`src/rtl/uart_tx_sched.sv`:
```
// uart_tx_sched: round-robin scheduler sharing one uart_tx between NREQ
// byte producers. Each producer owns a one-byte holding slot; the scheduler
// picks a full slot, strobes it into uart_tx, and waits for tx_complete.
// It also owns the line configuration and applies it only between frames.
//
// Ports:
//   clk, rst_n          clock (rising edge), asynchronous active-low reset
//   req_valid/req_data  per-requester byte offer (byte i at [8i+7:8i])
//   req_ready           slot i empty (combinational from slot-full register)
//   req_sent            one-cycle pulse when requester i's byte has finished
//   cfg_we, cfg_*       configuration write, deferred until the next idle
//   utx_*               connections to the uart_tx instance
//   busy                high while issuing or waiting for a frame
//   grant_id            index of the last granted requester
module uart_tx_sched #(
    parameter int          NREQ                 = 4,
    parameter logic [15:0] DEFAULT_BIT_DURATION = 16'd433,
    parameter logic [1:0]  DEFAULT_STOPBITS     = 2'b01
) (
    input  logic                    clk,
    input  logic                    rst_n,
    input  logic [NREQ-1:0]         req_valid,
    input  logic [8*NREQ-1:0]       req_data,
    output logic [NREQ-1:0]         req_ready,
    output logic [NREQ-1:0]         req_sent,
    input  logic                    cfg_we,
    input  logic [15:0]             cfg_bit_duration,
    input  logic [1:0]              cfg_stopbits,
    output logic [7:0]              utx_data,
    output logic                    utx_data_ready,
    output logic [15:0]             utx_bit_duration,
    output logic [1:0]              utx_stopbits,
    input  logic                    utx_tx_complete,
    output logic                    busy,
    output logic [$clog2(NREQ)-1:0] grant_id
);
    localparam int IW = $clog2(NREQ);

    typedef enum logic [1:0] {S_IDLE, S_ISSUE, S_WAIT} state_t;

    state_t                 state_reg, state_next;
    logic [NREQ-1:0]        slot_full_reg, slot_full_next;
    logic [NREQ-1:0][7:0]   slot_data_reg, slot_data_next;
    logic [IW-1:0]          ptr_reg, ptr_next;
    logic [IW-1:0]          grant_reg, grant_next;
    logic [7:0]             utx_data_reg, utx_data_next;
    logic                   data_ready_reg, data_ready_next;
    logic [15:0]            bit_duration_reg, bit_duration_next;
    logic [1:0]             stopbits_reg, stopbits_next;
    logic                   cfg_pending_reg, cfg_pending_next;
    logic [15:0]            pend_bit_duration_reg;
    logic [1:0]             pend_stopbits_reg;
    logic [NREQ-1:0]        req_sent_reg, req_sent_next;
    logic                   busy_reg, busy_next;
    logic                   first_wait_reg, first_wait_next;
    logic                   pend_clear;

    // Candidate order for the round-robin search: cand_idx[k] is
    // (ptr + k + 1) mod NREQ, so scanning k upward starts just after the
    // last grant.
    logic [IW-1:0]          cand_idx [NREQ];
    logic [NREQ-1:0]        cand_full;
    logic                   pick_valid;
    logic [IW-1:0]          pick_idx;

    genvar gi;
    generate
        for (gi = 0; gi < NREQ; gi++) begin : g_slot
            assign cand_idx[gi]  = (ptr_reg >= IW'(NREQ - 1 - gi))
                                 ? ptr_reg - IW'(NREQ - 1 - gi)
                                 : ptr_reg + IW'(gi + 1);
            assign cand_full[gi] = slot_full_reg[cand_idx[gi]];
            // A byte is only captured into an empty slot.
            assign slot_data_next[gi] = (req_valid[gi] && !slot_full_reg[gi])
                                      ? req_data[8*gi +: 8] : slot_data_reg[gi];
        end
    endgenerate

    always_comb begin
        pick_valid = |cand_full;
        pick_idx   = '0;
        // Scan downward so the lowest candidate position wins.
        for (int k = NREQ - 1; k >= 0; k--) begin
            if (cand_full[k]) begin
                pick_idx = cand_idx[k];
            end
        end
    end

    always_comb begin
        state_next        = state_reg;
        ptr_next          = ptr_reg;
        grant_next        = grant_reg;
        utx_data_next     = utx_data_reg;
        data_ready_next   = 1'b0;
        bit_duration_next = bit_duration_reg;
        stopbits_next     = stopbits_reg;
        req_sent_next     = '0;
        first_wait_next   = 1'b0;
        pend_clear        = 1'b0;
        slot_full_next    = slot_full_reg | (req_valid & ~slot_full_reg);

        case (state_reg)
            S_IDLE: begin
                if (cfg_pending_reg) begin
                    // Applying config takes this idle cycle; no grant.
                    bit_duration_next = pend_bit_duration_reg;
                    stopbits_next     = pend_stopbits_reg;
                    pend_clear        = 1'b1;
                end else if (pick_valid) begin
                    grant_next      = pick_idx;
                    ptr_next        = pick_idx;
                    utx_data_next   = slot_data_reg[pick_idx];
                    data_ready_next = 1'b1;
                    state_next      = S_ISSUE;
                end
            end
            S_ISSUE: begin
                // Free the slot now so the producer can refill mid-frame.
                slot_full_next[grant_reg] = 1'b0;
                first_wait_next           = 1'b1;
                state_next                = S_WAIT;
            end
            S_WAIT: begin
                // tx_complete seen in the first wait cycle belongs to the
                // previous frame and is ignored.
                if (!first_wait_reg && utx_tx_complete) begin
                    req_sent_next[grant_reg] = 1'b1;
                    state_next               = S_IDLE;
                end
            end
            default: begin
                state_next = S_IDLE;
            end
        endcase

        busy_next = (state_next != S_IDLE);
        // A new write wins over the clear so the latest value is never lost.
        cfg_pending_next = cfg_we ? 1'b1 : (pend_clear ? 1'b0 : cfg_pending_reg);
    end

    always_ff @(posedge clk or negedge rst_n) begin
        if (!rst_n) begin
            state_reg             <= S_IDLE;
            slot_full_reg         <= '0;
            slot_data_reg         <= '0;
            ptr_reg               <= IW'(NREQ - 1);
            grant_reg             <= '0;
            utx_data_reg          <= '0;
            data_ready_reg        <= 1'b0;
            bit_duration_reg      <= DEFAULT_BIT_DURATION;
            stopbits_reg          <= DEFAULT_STOPBITS;
            cfg_pending_reg       <= 1'b0;
            pend_bit_duration_reg <= DEFAULT_BIT_DURATION;
            pend_stopbits_reg     <= DEFAULT_STOPBITS;
            req_sent_reg          <= '0;
            busy_reg              <= 1'b0;
            first_wait_reg        <= 1'b0;
        end else begin
            state_reg        <= state_next;
            slot_full_reg    <= slot_full_next;
            slot_data_reg    <= slot_data_next;
            ptr_reg          <= ptr_next;
            grant_reg        <= grant_next;
            utx_data_reg     <= utx_data_next;
            data_ready_reg   <= data_ready_next;
            bit_duration_reg <= bit_duration_next;
            stopbits_reg     <= stopbits_next;
            cfg_pending_reg  <= cfg_pending_next;
            if (cfg_we) begin
                pend_bit_duration_reg <= cfg_bit_duration;
                pend_stopbits_reg     <= cfg_stopbits;
            end
            req_sent_reg     <= req_sent_next;
            busy_reg         <= busy_next;
            first_wait_reg   <= first_wait_next;
        end
    end

    assign req_ready        = ~slot_full_reg;
    assign req_sent         = req_sent_reg;
    assign utx_data         = utx_data_reg;
    assign utx_data_ready   = data_ready_reg;
    assign utx_bit_duration = bit_duration_reg;
    assign utx_stopbits     = stopbits_reg;
    assign busy             = busy_reg;
    assign grant_id         = grant_reg;
endmodule

```
`config.mk`:
```
export PLATFORM = sky130hd
export DESIGN_NAME = uart_tx_sched
export DESIGN_NICKNAME = d
export VERILOG_FILES = /design/src/rtl/uart_tx_sched.sv
export SDC_FILE = /design/constraint.sdc
export NUM_CORES = 1
export LEC_CHECK = 0
export CAP_MARGIN = 15
export CORE_UTILIZATION = 42
export DETAILED_ROUTE_END_ITERATION = 6
export PLACE_DENSITY = 0.75
export SYNTH_ARGS = -nofsm -noshare
export SYNTH_HDL_FRONTEND = slang
export SYNTH_SLANG_ARGS = --single-unit
```
`constraint.sdc`:
```
create_clock -name clk -period 5.06 [get_ports clk]
set_input_delay 1.012 -clock clk [delete_from_list [all_inputs] [get_ports clk]]
set_output_delay 1.012 -clock clk [all_outputs]
set_load 0.02 [all_outputs]
```
==> results by group, run 1 <==
Run status
  – Status: finished clean

Clock network
  – Post-CTS Setup Inserts: 0
  – TritonCTS buffer count: 9
  – PostCTS Resize Cnt: 0
  – CTS tree: yes
  – H-tree depth: 3
  – Clock root cell: clkbuf_8
  – Clk buf depth: 2
  – Cts-stage hold buffer count: 0
  – CTS clk-pin slew, worst paths: 0.09 ns
  – CTS sink cnt: 94
  – Clk_lat worst skew: 0.35 ns

Worst setup path
  – Worst r2r dst: utx_data[3]
  – R2r setup slk: 1.76 ns
  – WP data arrival: 3.55 ns
  – CP Capture Type: flip-flop
  – CP Class: flip-flop to flip-flop
  – Worst r2r src: ptr_reg[0]
  – Worst Reg2Reg Path Length in Cells: 8
  – Worst Path Required: 5.30 ns
  – Startpoint types: flip-flop
  – Worst-path fanout max: 20

Final layout
  – Layout Nets: 488
  – Layout Utilization: 56.3%
  – # fillers: 824
  – Final Non-Filler Cells: 566
  – Layout cell share with drive strength beyond 1: 26.1%
  – Area grow syn2layout: 28.7%
  – Max reg flops: 32
  – Inserted Diodes: 0

Global routing
  – First-pass GRT wire length: 15800 um
  – Antenna violations before repair: 0
  – Grt total ovfl: 0
  – Largest net degree at the start of global routing: 51
  – Gr usage total: 19.6%
  – Vias in the first global route: 3180

Timing
  – Final setup margin: 1.76 ns
  – Max Transition Viols Final: 0
  – Layout Skew: 0.00673 ns
  – Final setup violation count: 0
  – Setup TNS: 0 ns
  – Worst-Margin Slew: 0.896 ns
  – Endpoints failing hold: 0
  – Fmax: 303 MHz
  – Worst relative slew slack: 40.2%
  – Final period util: 65.3%
  – Crit path time final: 3.30 ns
  – RSZ-0062 raised after global routing: false

Drt
  – Routed wire length: 9700 um
  – First drt pass iteration count: 4
  – DR iter-0 viols: 187
  – Detailed-route DRC error count: 0
  – Drt wl/cell: 17.1 um
  – Routed Antenna Nets: 0
  – Total number of vias: 3102
  – DR vias/cell: 5.48

Synth
  – Avg Cell Area, Syn: 12.7 um^2
  – Area contributors post-synth: dfrtp_1 46%, mux2_2 19%, dfstp_2 8.5%
  – Largest area contributor in the netlist: dfrtp_1
  – Yosys cell types: 42
  – Synth warn: 0
  – Predominant post-synthesis flop cell: dfrtp_1
  – Number of synthesized flops with an enable pin: 0
  – Top cell type's share of synthesized area: 46.4%
  – Flops & latches, synth: 94
  – Synthesized cell area: 4310 um^2
  – Syn Inst Count: 340
  – Asr flop ratio synth: 100%
  – Synth Net Count: 400
  – Sequential fraction of the synthesis area: 54.9%

Min path
  – Worst min path class: flip-flop to flip-flop
  – Min-delay src: pend_bit_duration_reg[9]
  – Hold Path Stages: 1
  – Hold EP: utx_bit_duration[9]

Power and ir drop
  – Leakage Power: 2.29 nW
  – Pwr Density: 622 nW/um^2
  – VDD IR-drop max: 0.000245 V
  – Total power: 3.45 mW

Die
  – Die Y: 103 um
  – Ports: 96
  – Initial Utilization: 43.7%
  – Total core area: 9860 um^2
  – # rows: 36
  – Die Area: 10700 um^2
  – Die W: 103 um

Placement
  – Pre-CTS setup slack: 1.83 ns
  – PortBufs: 95
  – HPWL Detailed: 6990 um
  – Gpl congestion: 0.926
  – Placed cell count: 550

Job
  – Max-cap violations: 0
## area by class of cell
cell class,instances,area [um^2],area share [%]
clock buffers,12,145,2.61
clock inverters,4,53.8,0.969
inverters,11,41.3,0.743
multi-input cells,214,1810,32.5
flip-flops and latches,94,2370,42.7
well taps,133,166,3.00
repair buffers,98,971,17.5
## cell usage in the layout (no fill, tap or decap), types with 5 or more instances in the layout
| master | n |
|---|---|
| inv_1 | 11 |
| nor2b_1 | 5 |
| clkdlybuf4s50_1 | 94 |
| o21ai_0 | 12 |
| o311ai_1 | 8 |
| and3_1 | 8 |
| a21oi_1 | 9 |
| dfrtp_1 | 80 |
| mux2_2 | 71 |
| clkbuf_8 | 10 |
| mux2i_1 | 12 |
| dfstp_2 | 14 |
| nand2b_1 | 6 |
| o22ai_1 | 17 |
| nand2_1 | 21 |
| or3_1 | 8 |
## Yosys cell counts (2+ instances only)
master and number:
a21o_1 2, a21oi_1 9, and3_1 8, buf_2 6, buf_4 2, clkbuf_1 11, dfrtp_1 80, dfstp_2 14
ha_1 2, inv_1 11, mux2_2 71, mux2i_1 12, mux4_2 2, nand2_1 21, nand2b_1 6, nand3_1 2
nor2_1 4, nor2b_1 5, nor3_1 3, nor3b_1 2, o21ai_0 12, o21ai_1 2, o21ba_2 3, o22ai_1 17
o311ai_1 8, o32a_1 2, or3_1 8
## where the power goes
group	total, mW	switching [mW]	leakage [nW]	internal [mW]
logic	1.57	0.759	1.09	0.815
registers	1.37	0.295	1.10	1.08
clock network	0.507	0.262	0.0932	0.245
## worst max path at each step
stage                    start           to  cells after the start
detailed placement  ptr_reg[0]  utx_data[2]                      8
floorplan           ptr_reg[0]  utx_data[0]                     11
global route        ptr_reg[0]  utx_data[2]                      8
CTS                 ptr_reg[0]  utx_data[3]                      8
finish              ptr_reg[0]  utx_data[3]                      8
global placement    ptr_reg[0]  utx_data[3]                      8
## stage by stage
step                      hold WS (ns)  area (um^2)
after global placement           0.482         5360
final                            0.510         5550
after global routing             0.527         5550
after CTS                        0.513         5550
after floorplan                  0.475         4310
after detailed placement         0.491         5360
## routing by layer
metal | track usage (%) | vias up | wire length [um] | share of wire (%)
li1 | - | 1410 | - | -
met1 | 25.6 | 1565 | 4130 | 43
met2 | 32.8 | 109 | 4910 | 51
met3 | 3.70 | 18 | 460 | 4.7
met4 | 6.93 | 0 | 201 | 2.1
met5 | 0 | - | 0 | 0
## cells by family after synthesis
group	after synthesis	share of synthesized area (%)
adder cells (fa/ha/maj)	2	0.580
multiplexers	85	22.4
flip-flops	94	54.9
AND/OR/NAND/NOR	62	7.48
AO/OA/AOI/OAI	65	11.3
buffers and inverters	32	3.31
## worst max-delay path, stage by stage (launching register included)
cell and delay [ns]:
dfstp_2 0.87, inv_1 0.23, ha_1 0.52, mux2i_1 0.26
o21ba_2 0.20, a211o_1 0.50, o22ai_1 0.14, or3_1 0.36
o311ai_1 0.11
Note: power is estimated with default switching activity, not from simulation.
==> run 2: changes to the inputs <==
- PLACE_DENSITY: 0.75 -> 0.78
- clock period: 5.06 -> 2.85 ns (I/O delays scaled with it)
==> run 2 against run 1 <==
  * Largest cell class unchanged
  * Core utilization increased by 1.1 points
  * Global-route usage up 1.1 points
  * Die area did not move
  * Clock skew rose by 0.0062 ns
  * Via count up 2.3%
  * Critical path depth stayed put
  * Combinational power up 92%
  * First-iteration DRC count fell by 4.8%
==> results by group, run 2 (same netlist as run 1, synthesis figures left out) <==
Global routing
  – Gr usage total: 20.7%
  – First-pass GRT wire length: 16500 um
  – Antenna violations before repair: 0
  – Grt total ovfl: 0
  – Largest net degree at the start of global routing: 58
  – Vias in the first global route: 3144

Worst setup path
  – CP delay by family, top: simple AND/OR/NAND/NOR gates
  – Critical-path cell list: inv_1 -> ha_2 -> mux4_2 -> a31oi_4 -> or2_4 -> o21ai_0 -> or3_1 -> o311ai_1
  – Worst r2r dst: utx_data[6]
  – CP Capture Type: flip-flop
  – Crit path buf inv count: 1
  – Worst-path fanout max: 10
  – Worst Path Required: 3.09 ns
  – WP data arrival: 2.95 ns
  – Worst Reg2Reg Path Length in Cells: 8
  – Slowest stage cell on the critical path: dfstp_2
  – CP Class: flip-flop to flip-flop
  – R2r setup slk: 0.15 ns
  – Slowest Stage Delay on Critical Path: 0.61 ns
  – Worst r2r src: ptr_reg[1]
  – Startpoint types: flip-flop

Timing
  – Crit path time final: 2.70 ns
  – Worst relative slew slack: 50.0%
  – Final setup margin: 0.146 ns
  – RSZ-0062 raised after global routing: false
  – Max Transition Viols Final: 0
  – Final setup violation count: 0
  – Worst-Margin Slew: 0.748 ns
  – Setup TNS: 0 ns
  – Endpoints failing hold: 0
  – Fmax: 370 MHz
  – Layout Skew: 0.0130 ns
  – Hold slack: 0.264 ns
  – Final period util: 94.9%

Final layout
  – Most frequent cells in the layout: 94 x clkdlybuf4s50_1, 80 x dfrtp_1, 71 x mux2_2
  – Inserted Diodes: 0
  – # fillers: 829
  – Layout cell share with drive strength beyond 1: 29.3%
  – Area grow syn2layout: 31.1%
  – Layout Nets: 499
  – Max reg flops: 32
  – Sequential cell area: 2370 um^2
  – Commonest non-fill, non-tap cell in the layout: clkdlybuf4s50_1
  – Multi-input logic area: 1840 um^2

Placement
  – HPWL Detailed: 7460 um
  – Pre-CTS setup slack: 0.0280 ns
  – Gpl congestion: 0.807
  – PortBufs: 95

Power and ir drop
  – Sw frac: 38.7%
  – Leakage Power: 2.35 nW
  – Switching pwr: 2.43 mW
  – Int Power: 3.86 mW
  – VDD IR-drop max: 0.000449 V
  – Comb pwr share: 48.0%
  – Sequential power share: 37.8%
  – Clk pwr share: 14.2%
  – Pwr Density: 1110 nW/um^2

Drt
  – Drt wl/cell: 18.0 um
  – DR vias/cell: 5.50
  – Detailed-route DRC error count: 0
  – Total number of vias: 3173
  – Routed wire length: 10400 um
  – DR iter-0 viols: 178
  – First drt pass iteration count: 4
  – Routed Antenna Nets: 0

Clock network
  – CTS sink cnt: 94
  – TritonCTS buffer count: 9
  – CTS tree: yes
  – Clk buf depth: 2
  – Clock root cell: clkbuf_8
  – Post-CTS Setup Inserts: 0
  – CTS clk-pin slew, worst paths: 0.10 ns
  – H-tree depth: 3
  – Clk_lat worst skew: 0.36 ns

Die
  – Die W: 103 um
  – Die Y: 103 um
  – Total core area: 9860 um^2
  – Die Area: 10700 um^2
  – Initial Utilization: 43.7%
  – Ports: 96
  – # rows: 36

Run status
  – Status: finished clean

Min path
  – Worst min path class: input port to async pin

Job
  – Max-cap violations: 0
==> run 2: cell count changes in the layout (fill, tap and decap cells not counted), sizes merged <==
cell      previous run  this run
a211oi               1         2
clkinvlp             2         1
buf                  4        14
clkinv               0         3
clkbuf              12        10
==> run 2: repair_timing <==
item | in CTS | in global routing
gates resized for setup | 0 | 6
hold buffers | 0 | 0
setup endpoints to repair | 0 | 8
hold endpoints to repair | 0 | 0
==> run 2: worst max path at each step <==
stage | from | endpoint | slack (ns) | cells past startpoint
after CTS | ptr_reg[1] | utx_data[6] | 0.002 | 8
after global placement | ptr_reg[1] | utx_data[7] | 0.20 | 8
after global routing | ptr_reg[1] | utx_data[1] | 0.08 | 7
after detailed placement | ptr_reg[1] | utx_data[6] | 0.03 | 8
after floorplan | ptr_reg[0] | utx_data[0] | 0.26 | 11
final | ptr_reg[1] | utx_data[6] | 0.15 | 8
==> run 2: area by class of cell <==
type                    instances  share of cell area, %
clock buffers                  10                   2.26
clock inverters                 6                   1.26
inverters                      11                  0.730
multi-input cells             215                   32.4
flip-flops and latches         94                   41.9
well taps                     133                   2.94
repair buffers                108                   18.5
==> run 2: power by group through the flow <==
stage	Clock, mW	Sequential, mW	Combinational, mW
final	0.894	2.38	3.02
after global routing	0.968	2.46	3.24
after CTS	0.909	2.38	2.95
after detailed placement	0	2.41	2.93
after global placement	0	2.38	2.83
after floorplan	0	2.49	1.77
==> run 2: metal layers <==
layer | share of wire [%] | GRT usage [%] | vias up
met1 | 42 | 25.9 | 1620
met3 | 3.8 | 3.29 | 15
li1 | - | - | 1434
met4 | 1.5 | 6.61 | 0
met5 | 0 | 0 | -
met2 | 53 | 36.6 | 104
==> run 2: stage by stage <==
step / power [mW] / utilization (%) / instances / instance area [um^2]
final: 6.30 / 57.4 / 577 / 5660
after global placement: 5.20 / 55.0 / 560 / 5430
after CTS: 6.24 / 57.1 / 576 / 5630
after detailed placement: 5.33 / 55.0 / 560 / 5430
after global routing: 6.67 / 57.4 / 577 / 5660
after floorplan: 4.26 / - / 340 / 4310
==> run 3: changes to the inputs <==
- CORE_MARGIN: not set -> 2
- GPL_TIMING_DRIVEN: not set -> 1
==> run 3 against run 2 <==
  * Global-route usage decreased by 1.8 points
  * Critical endpoint is now utx_data[1]
  * Via count increased by 0.47%
  * Combinational power about the same
  * Clock power increased by 6.4%
  * Worst hold slack got worse by 0.061 ns
  * Die area increased by 3.9%
  * Critical path depth decreased by 1
==> results by group, run 3 (same netlist as run 1, synthesis figures left out) <==
Run status
  – Status: finished clean

Drt
  – DR iter-0 viols: 238
  – Drt wl/cell: 17.9 um
  – Total number of vias: 3188
  – First drt pass iteration count: 5
  – Routed Antenna Nets: 0
  – Routed wire length: 10300 um
  – DR vias/cell: 5.54
  – Detailed-route DRC error count: 0

Worst setup path
  – Slowest Stage Delay on Critical Path: 0.61 ns
  – WP data arrival: 2.95 ns
  – Startpoint types: flip-flop
  – Slowest stage cell on the critical path: dfstp_2
  – Critical-path cell list: inv_1 -> ha_2 -> mux4_2 -> a221oi_4 -> a21oi_1 -> nand2b_1 -> o311ai_1
  – CP Capture Type: flip-flop
  – Worst Path Required: 3.11 ns
  – CP Class: flip-flop to flip-flop
  – Worst-path fanout max: 10

Die
  – Total core area: 9860 um^2
  – Die Area: 11100 um^2
  – Die W: 105 um
  – Initial Utilization: 43.7%
  – # rows: 36
  – Die Y: 105 um
  – Ports: 96

Final layout
  – Layout Utilization: 57.4%
  – Inserted Diodes: 0
  – Most frequent cells in the layout: 94 x clkdlybuf4s50_1, 80 x dfrtp_1, 71 x mux2_2
  – Layout cell share with drive strength beyond 1: 29.2%
  – Layout Nets: 497
  – # fillers: 830
  – Final Non-Filler Cells: 575
  – Commonest non-fill, non-tap cell in the layout: clkdlybuf4s50_1
  – Area grow syn2layout: 31.2%
  – Max reg flops: 32

Timing
  – RSZ-0062 raised after global routing: false
  – Layout Skew: 0.0130 ns
  – Final period util: 94.4%
  – Crit path time final: 2.69 ns
  – Final setup violation count: 0
  – Worst-Margin Slew: 0.964 ns
  – Max Transition Viols Final: 0
  – Setup TNS: 0 ns
  – Fmax: 372 MHz
  – Endpoints failing hold: 0
  – Worst relative slew slack: 35.0%

Clock network
  – CTS sink cnt: 94
  – H-tree depth: 3
  – Clock root cell: clkbuf_8
  – Clk buf depth: 2
  – CTS clk-pin slew, worst paths: 0.10 ns
  – Clk_lat worst skew: 0.37 ns
  – CTS tree: yes
  – TritonCTS buffer count: 9

Global routing
  – Largest net degree at the start of global routing: 51
  – First-pass GRT wire length: 16300 um
  – Antenna violations before repair: 0
  – Grt total ovfl: 0
  – Gr usage total: 18.9%
  – Vias in the first global route: 3297

Power and ir drop
  – Pwr Density: 1120 nW/um^2
  – Int Power: 3.87 mW
  – Comb pwr share: 47.4%
  – Switching pwr: 2.45 mW
  – Sw frac: 38.8%
  – VDD IR-drop max: 0.000463 V
  – Sequential power share: 37.6%
  – Leakage Power: 2.35 nW
  – Clk pwr share: 15.1%

Job
  – Max-cap violations: 0

Placement
  – Placed cell count: 558
  – Gpl congestion: 0.834
  – HPWL Detailed: 7340 um
  – PortBufs: 95

Min path
  – Worst min path class: input port to async pin
[run 3: critical path: cells and delay by family, from the launching register on]
family / cells / cell delay [ns]
AO/OA/AOI/OAI: 3 / 0.76
flip-flops: 1 / 0.61
adder cells (fa/ha/maj): 1 / 0.43
multiplexers: 1 / 0.38
AND/OR/NAND/NOR: 1 / 0.32
buffers and inverters: 1 / 0.09
[run 3: power by group through the flow]
stage / Clock, mW / Sequential, mW / Combinational (mW)
floorplan: 0 / 2.49 / 1.77
global placement: 0 / 2.37 / 2.84
detailed placement: 0 / 2.40 / 2.93
CTS: 0.965 / 2.37 / 2.95
global route: 1.01 / 2.44 / 3.21
finish: 0.951 / 2.37 / 2.99
[run 3: path summary, 6_finish.rpt]
check	from	endpoint	slack (ns)	depth (start not counted)
max in group asynchronous	rst_n	ptr_reg[1]	1.93	2
worst min register to register	pend_bit_duration_reg[13]	utx_bit_duration[13]	0.51	1
worst max register to register	ptr_reg[1]	utx_data[1]	0.16	7
worst max-delay path	ptr_reg[1]	utx_data[1]	0.16	7
min in group clk	pend_bit_duration_reg[13]	utx_bit_duration[13]	0.51	1
worst min-delay path	rst_n	pend_bit_duration_reg[14]	0.20	1
[run 3: metrics by stage]
step | area (um^2) | setup slack, ns | power, mW | hold slack [ns]
after detailed placement | 5430 | 0.0804 | 5.33 | 0.487
final | 5660 | 0.159 | 6.32 | 0.203
after CTS | 5640 | 0.0401 | 6.29 | 0.227
after floorplan | 4310 | 0.264 | 4.26 | 0.274
after global placement | 5430 | 0.210 | 5.20 | 0.483
after global routing | 5660 | 0.000539 | 6.66 | 0.250
[run 3: routing by layer]
layer	vias to the layer above	share of wire (%)	GRT usage, %
met5	-	0	0
met4	0	2.4	9.14
met3	29	4.8	2.91
met2	136	54	34.1
met1	1594	39	21.8
li1	1429	-	-
[run 3: final cells by class]
| cell class | count | area [um^2] | area share (%) |
|---|---|---|---|
| clock buffers | 9 | 124 | 2.19 |
| well taps | 133 | 166 | 2.94 |
| clock inverters | 7 | 91.3 | 1.61 |
| repair buffers | 107 | 1050 | 18.6 |
| multi-input cells | 214 | 1820 | 32.1 |
| inverters | 11 | 41.3 | 0.729 |
| flip-flops and latches | 94 | 2370 | 41.9 |
[run 3: timing repair]
item | in CTS | in global routing
hold buffers | 0 | 0
setup buffers | 0 | 1
resized for setup | 0 | 5
setup endpoints to repair | 0 | 8
